$ cat config.mk
export PLATFORM = sky130hd
export DESIGN_NAME = window_line_sched
export DESIGN_NICKNAME = d
export VERILOG_FILES = /design/src/rtl/window_line_sched.sv
export SDC_FILE = /design/constraint.sdc
export NUM_CORES = 1
export LEC_CHECK = 0
export ABC_AREA = 0
export CORE_ASPECT_RATIO = 2
export CORE_UTILIZATION = 34
export DETAILED_ROUTE_END_ITERATION = 10
export DONT_BUFFER_PORTS = 1
export GPL_ROUTABILITY_DRIVEN = 0
export REMOVE_ABC_BUFFERS = 1
export SYNTH_ARGS = -nofsm -noshare
export SYNTH_HDL_FRONTEND = slang
export SYNTH_SLANG_ARGS = --single-unit
$ cat constraint.sdc
create_clock -name clk_i -period 2.45 [get_ports clk_i]
set_input_delay 0.3675 -clock clk_i [delete_from_list [all_inputs] [get_ports clk_i]]
set_output_delay 0.3675 -clock clk_i [all_outputs]
set_load 0.01 [all_outputs]
$ cat src/rtl/window_line_sched.sv
// Line-buffer scheduler for a sliding vertical window: rotates the write select
// over WIN_SIZE+1 line buffers and issues one read-start pulse per complete window.
module window_line_sched #(
    parameter int WIN_SIZE   = 3,
    parameter int LINE_CNT_W = 13,
    localparam int NUM_BUFS  = WIN_SIZE + 1,
    localparam int IDX_W     = $clog2(NUM_BUFS)
) (
    input  logic                  clk_i,
    input  logic                  rst_i,
    input  logic                  push_i,
    input  logic                  line_end_i,
    input  logic                  frame_start_i,
    input  logic                  frame_end_i,
    input  logic                  rd_ready_i,
    input  logic                  rd_line_done_i,
    output logic [NUM_BUFS-1:0]   wr_buf_sel_o,
    output logic [NUM_BUFS-1:0]   rd_buf_mask_o,
    output logic [IDX_W-1:0]      rd_oldest_idx_o,
    output logic                  pop_o,
    output logic                  win_first_o,
    output logic                  win_last_o,
    output logic [LINE_CNT_W-1:0] rd_line_cnt_o,
    output logic                  err_overflow_o,
    output logic                  err_trunc_o
);

    localparam int LS_W = $clog2(NUM_BUFS + 1);
    localparam logic [LS_W-1:0]       LS_ZERO  = LS_W'(0);
    localparam logic [LS_W-1:0]       LS_ONE   = LS_W'(1);
    localparam logic [LS_W-1:0]       LS_WIN   = LS_W'(WIN_SIZE);
    localparam logic [LS_W-1:0]       LS_FULL  = LS_W'(NUM_BUFS);
    localparam logic [IDX_W-1:0]      IDX_ZERO = IDX_W'(0);
    localparam logic [IDX_W-1:0]      IDX_ONE  = IDX_W'(1);
    localparam logic [IDX_W-1:0]      IDX_MAX  = IDX_W'(NUM_BUFS - 1);
    localparam logic [NUM_BUFS-1:0]   WR_RST   = {{(NUM_BUFS-1){1'b0}}, 1'b1};
    localparam logic [NUM_BUFS-1:0]   RD_RST   = {{(NUM_BUFS-WIN_SIZE){1'b0}}, {WIN_SIZE{1'b1}}};
    localparam logic [LINE_CNT_W-1:0] CNT_ZERO = LINE_CNT_W'(0);
    localparam logic [LINE_CNT_W-1:0] CNT_ONE  = LINE_CNT_W'(1);
    localparam logic [LINE_CNT_W-1:0] CNT_MAX  = {LINE_CNT_W{1'b1}};

    typedef enum logic [1:0] {
        S_IDLE  = 2'd0,
        S_PRIME = 2'd1,
        S_RUN   = 2'd2,
        S_FLUSH = 2'd3
    } state_t;

    state_t                r_state;
    state_t                w_state_next;
    logic [LS_W-1:0]       r_lines_stored;
    logic [LS_W-1:0]       w_ls_next;
    logic                  r_rd_busy;
    logic [NUM_BUFS-1:0]   r_wr_sel;
    logic [NUM_BUFS-1:0]   r_rd_mask;
    logic [IDX_W-1:0]      r_rd_idx;
    logic                  r_pop;
    logic                  r_first;
    logic                  r_last;
    logic [LINE_CNT_W-1:0] r_cnt;
    logic                  r_err_ovf;
    logic                  r_err_trunc;

    logic w_active, w_start_idle, w_trunc, w_restart;
    logic w_le, w_done, w_fe, w_full, w_pop_go;

    function automatic logic [NUM_BUFS-1:0] rotl1(input logic [NUM_BUFS-1:0] v);
        return {v[NUM_BUFS-2:0], v[NUM_BUFS-1]};
    endfunction

    assign w_active     = (r_state != S_IDLE);
    assign w_start_idle = !w_active && push_i && frame_start_i;
    assign w_trunc      = w_active && push_i && frame_start_i;
    assign w_restart    = w_start_idle || w_trunc;
    // A truncating frame start discards whatever else arrives in that cycle.
    assign w_le         = w_active && push_i && line_end_i && !w_trunc;
    assign w_fe         = w_active && push_i && frame_end_i && !w_trunc;
    assign w_done       = w_active && rd_line_done_i && !w_trunc;
    assign w_full       = (r_lines_stored == LS_FULL);

    // Next occupancy of the buffer ring.
    always_comb begin
        w_ls_next = r_lines_stored;
        if (w_restart) begin
            w_ls_next = LS_ZERO;
        end else if (w_le && !w_done) begin
            if (!w_full) begin
                w_ls_next = r_lines_stored + LS_ONE;
            end else begin
                w_ls_next = r_lines_stored;
            end
        end else if (w_done && !w_le) begin
            if (r_lines_stored != LS_ZERO) begin
                w_ls_next = r_lines_stored - LS_ONE;
            end else begin
                w_ls_next = r_lines_stored;
            end
        end else begin
            w_ls_next = r_lines_stored;
        end
    end

    // Frame sequencing next-state logic.
    always_comb begin
        w_state_next = r_state;
        case (r_state)
            S_IDLE: begin
                if (w_start_idle) w_state_next = S_PRIME;
                else              w_state_next = S_IDLE;
            end
            S_PRIME: begin
                if (w_trunc)                 w_state_next = S_PRIME;
                else if (w_fe)               w_state_next = S_FLUSH;
                else if (w_ls_next >= LS_WIN) w_state_next = S_RUN;
                else                         w_state_next = S_PRIME;
            end
            S_RUN: begin
                if (w_trunc)   w_state_next = S_PRIME;
                else if (w_fe) w_state_next = S_FLUSH;
                else           w_state_next = S_RUN;
            end
            S_FLUSH: begin
                if (w_trunc)                 w_state_next = S_PRIME;
                else if (w_ls_next < LS_WIN) w_state_next = S_IDLE;
                else                         w_state_next = S_FLUSH;
            end
            default: w_state_next = S_IDLE;
        endcase
    end

    assign w_pop_go = ((r_state == S_RUN) || (r_state == S_FLUSH)) && rd_ready_i &&
                      (r_lines_stored >= LS_WIN) && !r_rd_busy && !w_trunc &&
                      (w_state_next != S_IDLE);

    // State, occupancy and read-busy registers.
    always_ff @(posedge clk_i or posedge rst_i) begin
        if (rst_i) begin
            r_state        <= S_IDLE;
            r_lines_stored <= LS_ZERO;
            r_rd_busy      <= 1'b0;
        end else begin
            r_state        <= w_state_next;
            r_lines_stored <= w_ls_next;
            if (w_restart)   r_rd_busy <= 1'b0;
            else if (w_pop_go) r_rd_busy <= 1'b1;
            else if (w_done) r_rd_busy <= 1'b0;
            else             r_rd_busy <= r_rd_busy;
        end
    end

    // Write select and read window pointers.
    always_ff @(posedge clk_i or posedge rst_i) begin
        if (rst_i) begin
            r_wr_sel  <= WR_RST;
            r_rd_mask <= RD_RST;
            r_rd_idx  <= IDX_ZERO;
        end else if (w_restart) begin
            r_wr_sel  <= WR_RST;
            r_rd_mask <= RD_RST;
            r_rd_idx  <= IDX_ZERO;
        end else begin
            if (w_le) r_wr_sel <= rotl1(r_wr_sel);
            if (w_done) begin
                r_rd_mask <= rotl1(r_rd_mask);
                r_rd_idx  <= (r_rd_idx == IDX_MAX) ? IDX_ZERO : (r_rd_idx + IDX_ONE);
            end
        end
    end

    // Read-start pulse and its qualifiers, evaluated as they will be seen at pop time.
    always_ff @(posedge clk_i or posedge rst_i) begin
        if (rst_i) begin
            r_pop   <= 1'b0;
            r_first <= 1'b0;
            r_last  <= 1'b0;
        end else begin
            r_pop   <= w_pop_go;
            r_first <= w_pop_go && (r_cnt == CNT_ZERO);
            r_last  <= w_pop_go && (w_state_next == S_FLUSH) && (w_ls_next == LS_WIN);
        end
    end

    // Per-frame window counter and sticky error flags.
    always_ff @(posedge clk_i or posedge rst_i) begin
        if (rst_i) begin
            r_cnt       <= CNT_ZERO;
            r_err_ovf   <= 1'b0;
            r_err_trunc <= 1'b0;
        end else begin
            if (w_restart)                     r_cnt <= CNT_ZERO;
            else if (r_pop && r_cnt != CNT_MAX) r_cnt <= r_cnt + CNT_ONE;
            else                               r_cnt <= r_cnt;

            if (w_start_idle)        r_err_ovf <= 1'b0;
            else if (w_le && w_full) r_err_ovf <= 1'b1;
            else                     r_err_ovf <= r_err_ovf;

            if (w_start_idle) r_err_trunc <= 1'b0;
            else if (w_trunc) r_err_trunc <= 1'b1;
            else              r_err_trunc <= r_err_trunc;
        end
    end

    assign wr_buf_sel_o    = r_wr_sel;
    assign rd_buf_mask_o   = r_rd_mask;
    assign rd_oldest_idx_o = r_rd_idx;
    assign pop_o           = r_pop;
    assign win_first_o     = r_first;
    assign win_last_o      = r_last;
    assign rd_line_cnt_o   = r_cnt;
    assign err_overflow_o  = r_err_ovf;
    assign err_trunc_o     = r_err_trunc;

endmodule

### Yosys cells after proc, flatten, opt, wreduce, memory -nomap -nowiden

Cells that the tools add are included.

* output and inout bits: 28
* bits of input ports: 8
* bits in registers: 34
* word-level logic and storage cells: 97

* eq/ne operators: 8
* reductions and logical operators: 40
* mux-type cells: 30
* add/subtract/negate cells: 4
* order comparisons: 3

Operators by type and width (number)
* $mux 13: 2
* $logic_and 1x1->1: 22
* $mux 2: 9
* $mux 4: 4
* $mux 3: 5
* $reduce_bool 2->1: 7
* $add 13x1->13 const B: 1
* $logic_not 13->1: 1
* $ne 13x13->1 const B: 1
* $mux 1: 9
* $eq 2x2->1 const B: 4
* $pmux 2 s4: 1
* $ge 3x2->1 const B: 2
* $reduce_bool 3->1: 2
* $logic_not 1->1: 5
* $add 3x1->3 const B: 1
* $eq 3x2->1 const B: 1
* $eq 3x3->1 const B: 1
* $lt 3x2->1 const B: 1
* $sub 3x1->3 const B: 1
* $add 2x1->2 const B: 1
* $eq 2x1->1 const B: 1
* $logic_not 2->1: 1
* $logic_or 1x1->1: 2

### Depth between registers and ports, before layout

* depth after elaboration: 19
* gate-level depth with buffers: 8
* gate-level depth less buffers: 8

### Worst setup path before layout

OpenSTA, ideal clock, no wires.

* path kind: register to register
* start: reg r_lines_stored[0]
* end: reg r_state[0]
* arrival: 1.826 ns
* setup slack: 0.504 ns
* stages on the path, launching flop included: 9
* buffers on the path: 0
* period minus slack after synthesis: 1.946 ns
* cell sequence: dfrtp_1 > inv_1 > ha_1 > nand2_1 > nor4b_4 > o21a_1 > nor3_4 > a2111o_1 > and3_1

* longest elaborated chain between the ends: 10

Ends and longest elaborated chain
* start: declaration: RTL line 51 `logic [LS_W-1:0] r_lines_stored;`
* start signal: assignment: RTL line 143 `r_lines_stored <= w_ls_next;`
* $sub 3x1->3 / $reduce_bool 3->1 (equally long branches): RTL line 94, 93
* $mux 3: RTL line 93 `if (r_lines_stored != LS_ZERO) begin`
* $mux 3: RTL line 92 `end else if (w_done && !w_le) begin`
* $mux 3 (*): RTL line 86 `end else if (w_le && !w_done) begin`
* $mux 3 (*): RTL line 84 `if (w_restart) begin`
* via w_ls_next[0]: RTL line 52 `logic [LS_W-1:0] w_ls_next;`
* $ge 3x2->1: RTL line 114 `else if (w_ls_next >= LS_WIN) w_state_next = S_RUN;`
* $mux 2: RTL line 114
* $mux 2: RTL line 113 `else if (w_fe) w_state_next = S_FLUSH;`
* $mux 2: RTL line 112 `if (w_trunc) w_state_next = S_PRIME;`
* $pmux 2 s4 (*): RTL line 106 `case (r_state)`
* via w_state_next[0]: RTL line 50 `state_t w_state_next;`
* end signal: assignment: RTL line 142 `r_state <= w_state_next;`
* end: declaration: RTL line 49 `state_t r_state;`

The timed path passes the listed nets; every way through them passes the cells marked *.
A chain may end at the register's enable or synchronous reset.

### Worst setup path after layout

Ends and elaborated chain as after synthesis.

==> flow_metrics.env <==
export IMPL_ant_nets=0
export IMPL_antenna_found_initial=0
export IMPL_worstPathArrival_ns=2.25
export IMPL_cts_resized_gates=0
export IMPL_die_w_um=54.9
export IMPL_synth_edf_count=0
export IMPL_rr_worst_depth=8
export IMPL_root_buffer="clkbuf_8"
export IMPL_powerDensity_nw_per_um2=925
export IMPL_cp_num_buf_inv=1
export IMPL_avgSynthCellArea_um2=9.74
export IMPL_path_max_fanout=5
export IMPL_outcome="complete, no violations"
export IMPL_min_period_ns=2.08
export IMPL_drc_errors=0
export IMPL_yosys_area_top_type="dfrtp_1"
export IMPL_crit_chain="inv_1 > ha_1 > nand2_1 > nor4b_4 > o21a_1 > nor3_4 > a2111o_1 > and3_1"
export IMPL_syn_inst=195
export IMPL_grt_pass1_wl_um=6950
export IMPL_initial_core_util=0.350
export IMPL_crit_family="simple AND/OR/NAND/NOR gates"
export IMPL_ioPinCount=36
export IMPL_start_kind="flop"
export IMPL_synth_main_ff_cell="dfrtp_1"
export IMPL_grt_pass1_vias=1449
export IMPL_r2r_slack_ns=0.37
export IMPL_nets=213
export IMPL_dr_pass1_iters=3
export IMPL_htreeDepth=2
export IMPL_area_delta_synth_final_pct=6.92
export IMPL_drt_wirelength_per_cell_um=16.3
export IMPL_drv_cap=0
export IMPL_rsz0062_at_grt="no"
export IMPL_vias=1426
export IMPL_first_iter_violations=27
export IMPL_die_area_um2=5910
export IMPL_pre_cts_ws_ns=0.372
export IMPL_fin_ws_ns=0.372
export IMPL_finalCoreUtilization=0.375
export IMPL_total_leakage_power_nw=0.896
export IMPL_drive_gt1_frac=0.141
export IMPL_cts_tree="yes"
export IMPL_post_synth_top_count_cell="dfrtp_1"
export IMPL_critical_path_slowest_cell="dfrtp_1"
export IMPL_insertion_delay_ns=0.28
export IMPL_core_area_um2=5420
export IMPL_hold_viol=0
export IMPL_synth_area_um2=1900
export IMPL_r2r_end="r_state[0]$_DFF_PP0_"
export IMPL_numCtsBuffers=5
export IMPL_yosys_top_cells_area="dfrtp_1 (40%), dfstp_2 (5.5%), nand2_1 (4.9%)"
export IMPL_dp_cells=251
export IMPL_grt_total_usage=0.165
export IMPL_via_per_inst=5.51
export IMPL_setup_viol=0
export IMPL_clock_fmax_ghz=0.481
export IMPL_grt_overflow=0
export IMPL_clockBufferDepth=2
export IMPL_wl_um=4230
export IMPL_clock_skew_ns=0.00610
export IMPL_critical_path_required_ns=2.63
export IMPL_die_y_um=108
export IMPL_hold_class="primary input to asynchronous set/reset pin"
export IMPL_clkSinkCount=34
export IMPL_reg2reg_from="r_lines_stored[0]$_DFF_PP0_"
export IMPL_grt_max_degree=35
export IMPL_post_cts_setup_buffer_count=0
export IMPL_ys_top_cells_by_count="dfrtp_1 (30), nand2_1 (25), nor2_1 (24)"
export IMPL_ir_worst_vdd_mv=0.503
export IMPL_slew_violations=0
export IMPL_cts_clk_slew_worst_paths_ns=0.07
export IMPL_fp_row_count=38
export IMPL_insertedDiodeCount=0
export IMPL_synth_ff_latch_count=34
export IMPL_portBuffers=0
export IMPL_synth_top_area_share=0.395
export IMPL_cp_end_kind="flop"
export IMPL_async_flop_share=1.00
export IMPL_worst_path_largest_cell_delay_ns=0.42
export IMPL_fin_crit_sh=0.848
export IMPL_cts_hold_buf=0
export IMPL_ys_types=46
export IMPL_ys_seq_area_frac=0.451
export IMPL_synth_warnings=0
export IMPL_post_dp_hpwl_um=3130
export IMPL_worst_pin_slew_ns=0.475
export IMPL_setup_tns_ns=0
export IMPL_finalNonFillerCells=259
export IMPL_whs_ns=0.0699
export IMPL_critical_path_class="flop to flop"
export IMPL_final_fill_count=571
export IMPL_slew_headroom=0.681
per-layer routing:
layer / routed length [um] / share of wire / GRT usage
met1: 1520 / 0.36 / 0.159
met2: 2380 / 0.56 / 0.293
met3: 196 / 0.046 / 0.0480
met4: 127 / 0.030 / 0.0879
met5: 0 / 0 / 0
layout by cell type, fill, tap and decap left out, drive strengths merged, types with 3 or more instances in the layout:
master / count
dfrtp: 30
nand2: 25
nor2: 25
nand3: 14
a21oi: 12
o21ai: 11
inv: 10
xor2: 9
ha: 7
clkbuf: 7
nor3: 6
dfstp: 4
and3: 4
nand4: 3
a211oi: 3
buf: 3
a311oi: 3
worst max-delay path by stage:
stage,start,end,slack [ns],cells after the start
2_1_floorplan,r_lines_stored[0]$_DFF_PP0_,r_state[0]$_DFF_PP0_,0.48,8
3_3_place_gp,r_lines_stored[0]$_DFF_PP0_,r_state[0]$_DFF_PP0_,0.42,8
5_1_grt,r_lines_stored[0]$_DFF_PP0_,r_state[0]$_DFF_PP0_,0.25,8
3_5_place_dp,r_lines_stored[0]$_DFF_PP0_,r_state[0]$_DFF_PP0_,0.37,8
6_report,r_lines_stored[0]$_DFF_PP0_,r_state[0]$_DFF_PP0_,0.37,8
4_1_cts,r_lines_stored[0]$_DFF_PP0_,r_state[0]$_DFF_PP0_,0.36,8
cells by family (layout without fill, tap and decap cells):
logic type,Yosys count,after routing,share of synthesized area
flip-flops,34,34,0.451
buffers and inverters,17,21,0.0501
multiplexers,1,1,0.00724
AO/OA/AOI/OAI,39,39,0.151
AND/OR/NAND/NOR,86,86,0.244
XOR/XNOR,11,11,0.0507
adder cells (fa/ha/maj),7,7,0.0461
cell type report:
cell class | instances | area [um^2] | share of cell area
tap | 60 | 75.1 | 0.0370
multi-input combinational | 144 | 948 | 0.467
clock buffer | 7 | 86.3 | 0.0425
inverter | 10 | 37.5 | 0.0185
timing repair buffer | 3 | 22.5 | 0.0111
sequential | 34 | 856 | 0.421
clock inverter | 1 | 5.00 | 0.00246
per-stage QoR:
step	cell area [um^2]	total power, mW
2_1_floorplan	1840	1.32
3_3_place_gp	1940	1.45
3_5_place_dp	1940	1.47
4_1_cts	2030	1.91
5_1_grt	2030	2.03
6_report	2030	1.88
registers in the layout, summed over array words and instances (netlist names), 2 cells and up:
register / cells
wr_buf_sel_o: 4
rd_buf_mask_o: 4
rd_line_cnt_o: 13
r_state: 2
rd_oldest_idx_o: 2
r_lines_stored: 3
report_power, final:
part	switching (mW)	internal, mW	total (mW)
clock	0.202	0.227	0.429
combinational	0.322	0.240	0.561
sequential	0.196	0.692	0.889
total	0.720	1.16	1.88
Note: power is estimated with default switching activity, not from simulation.
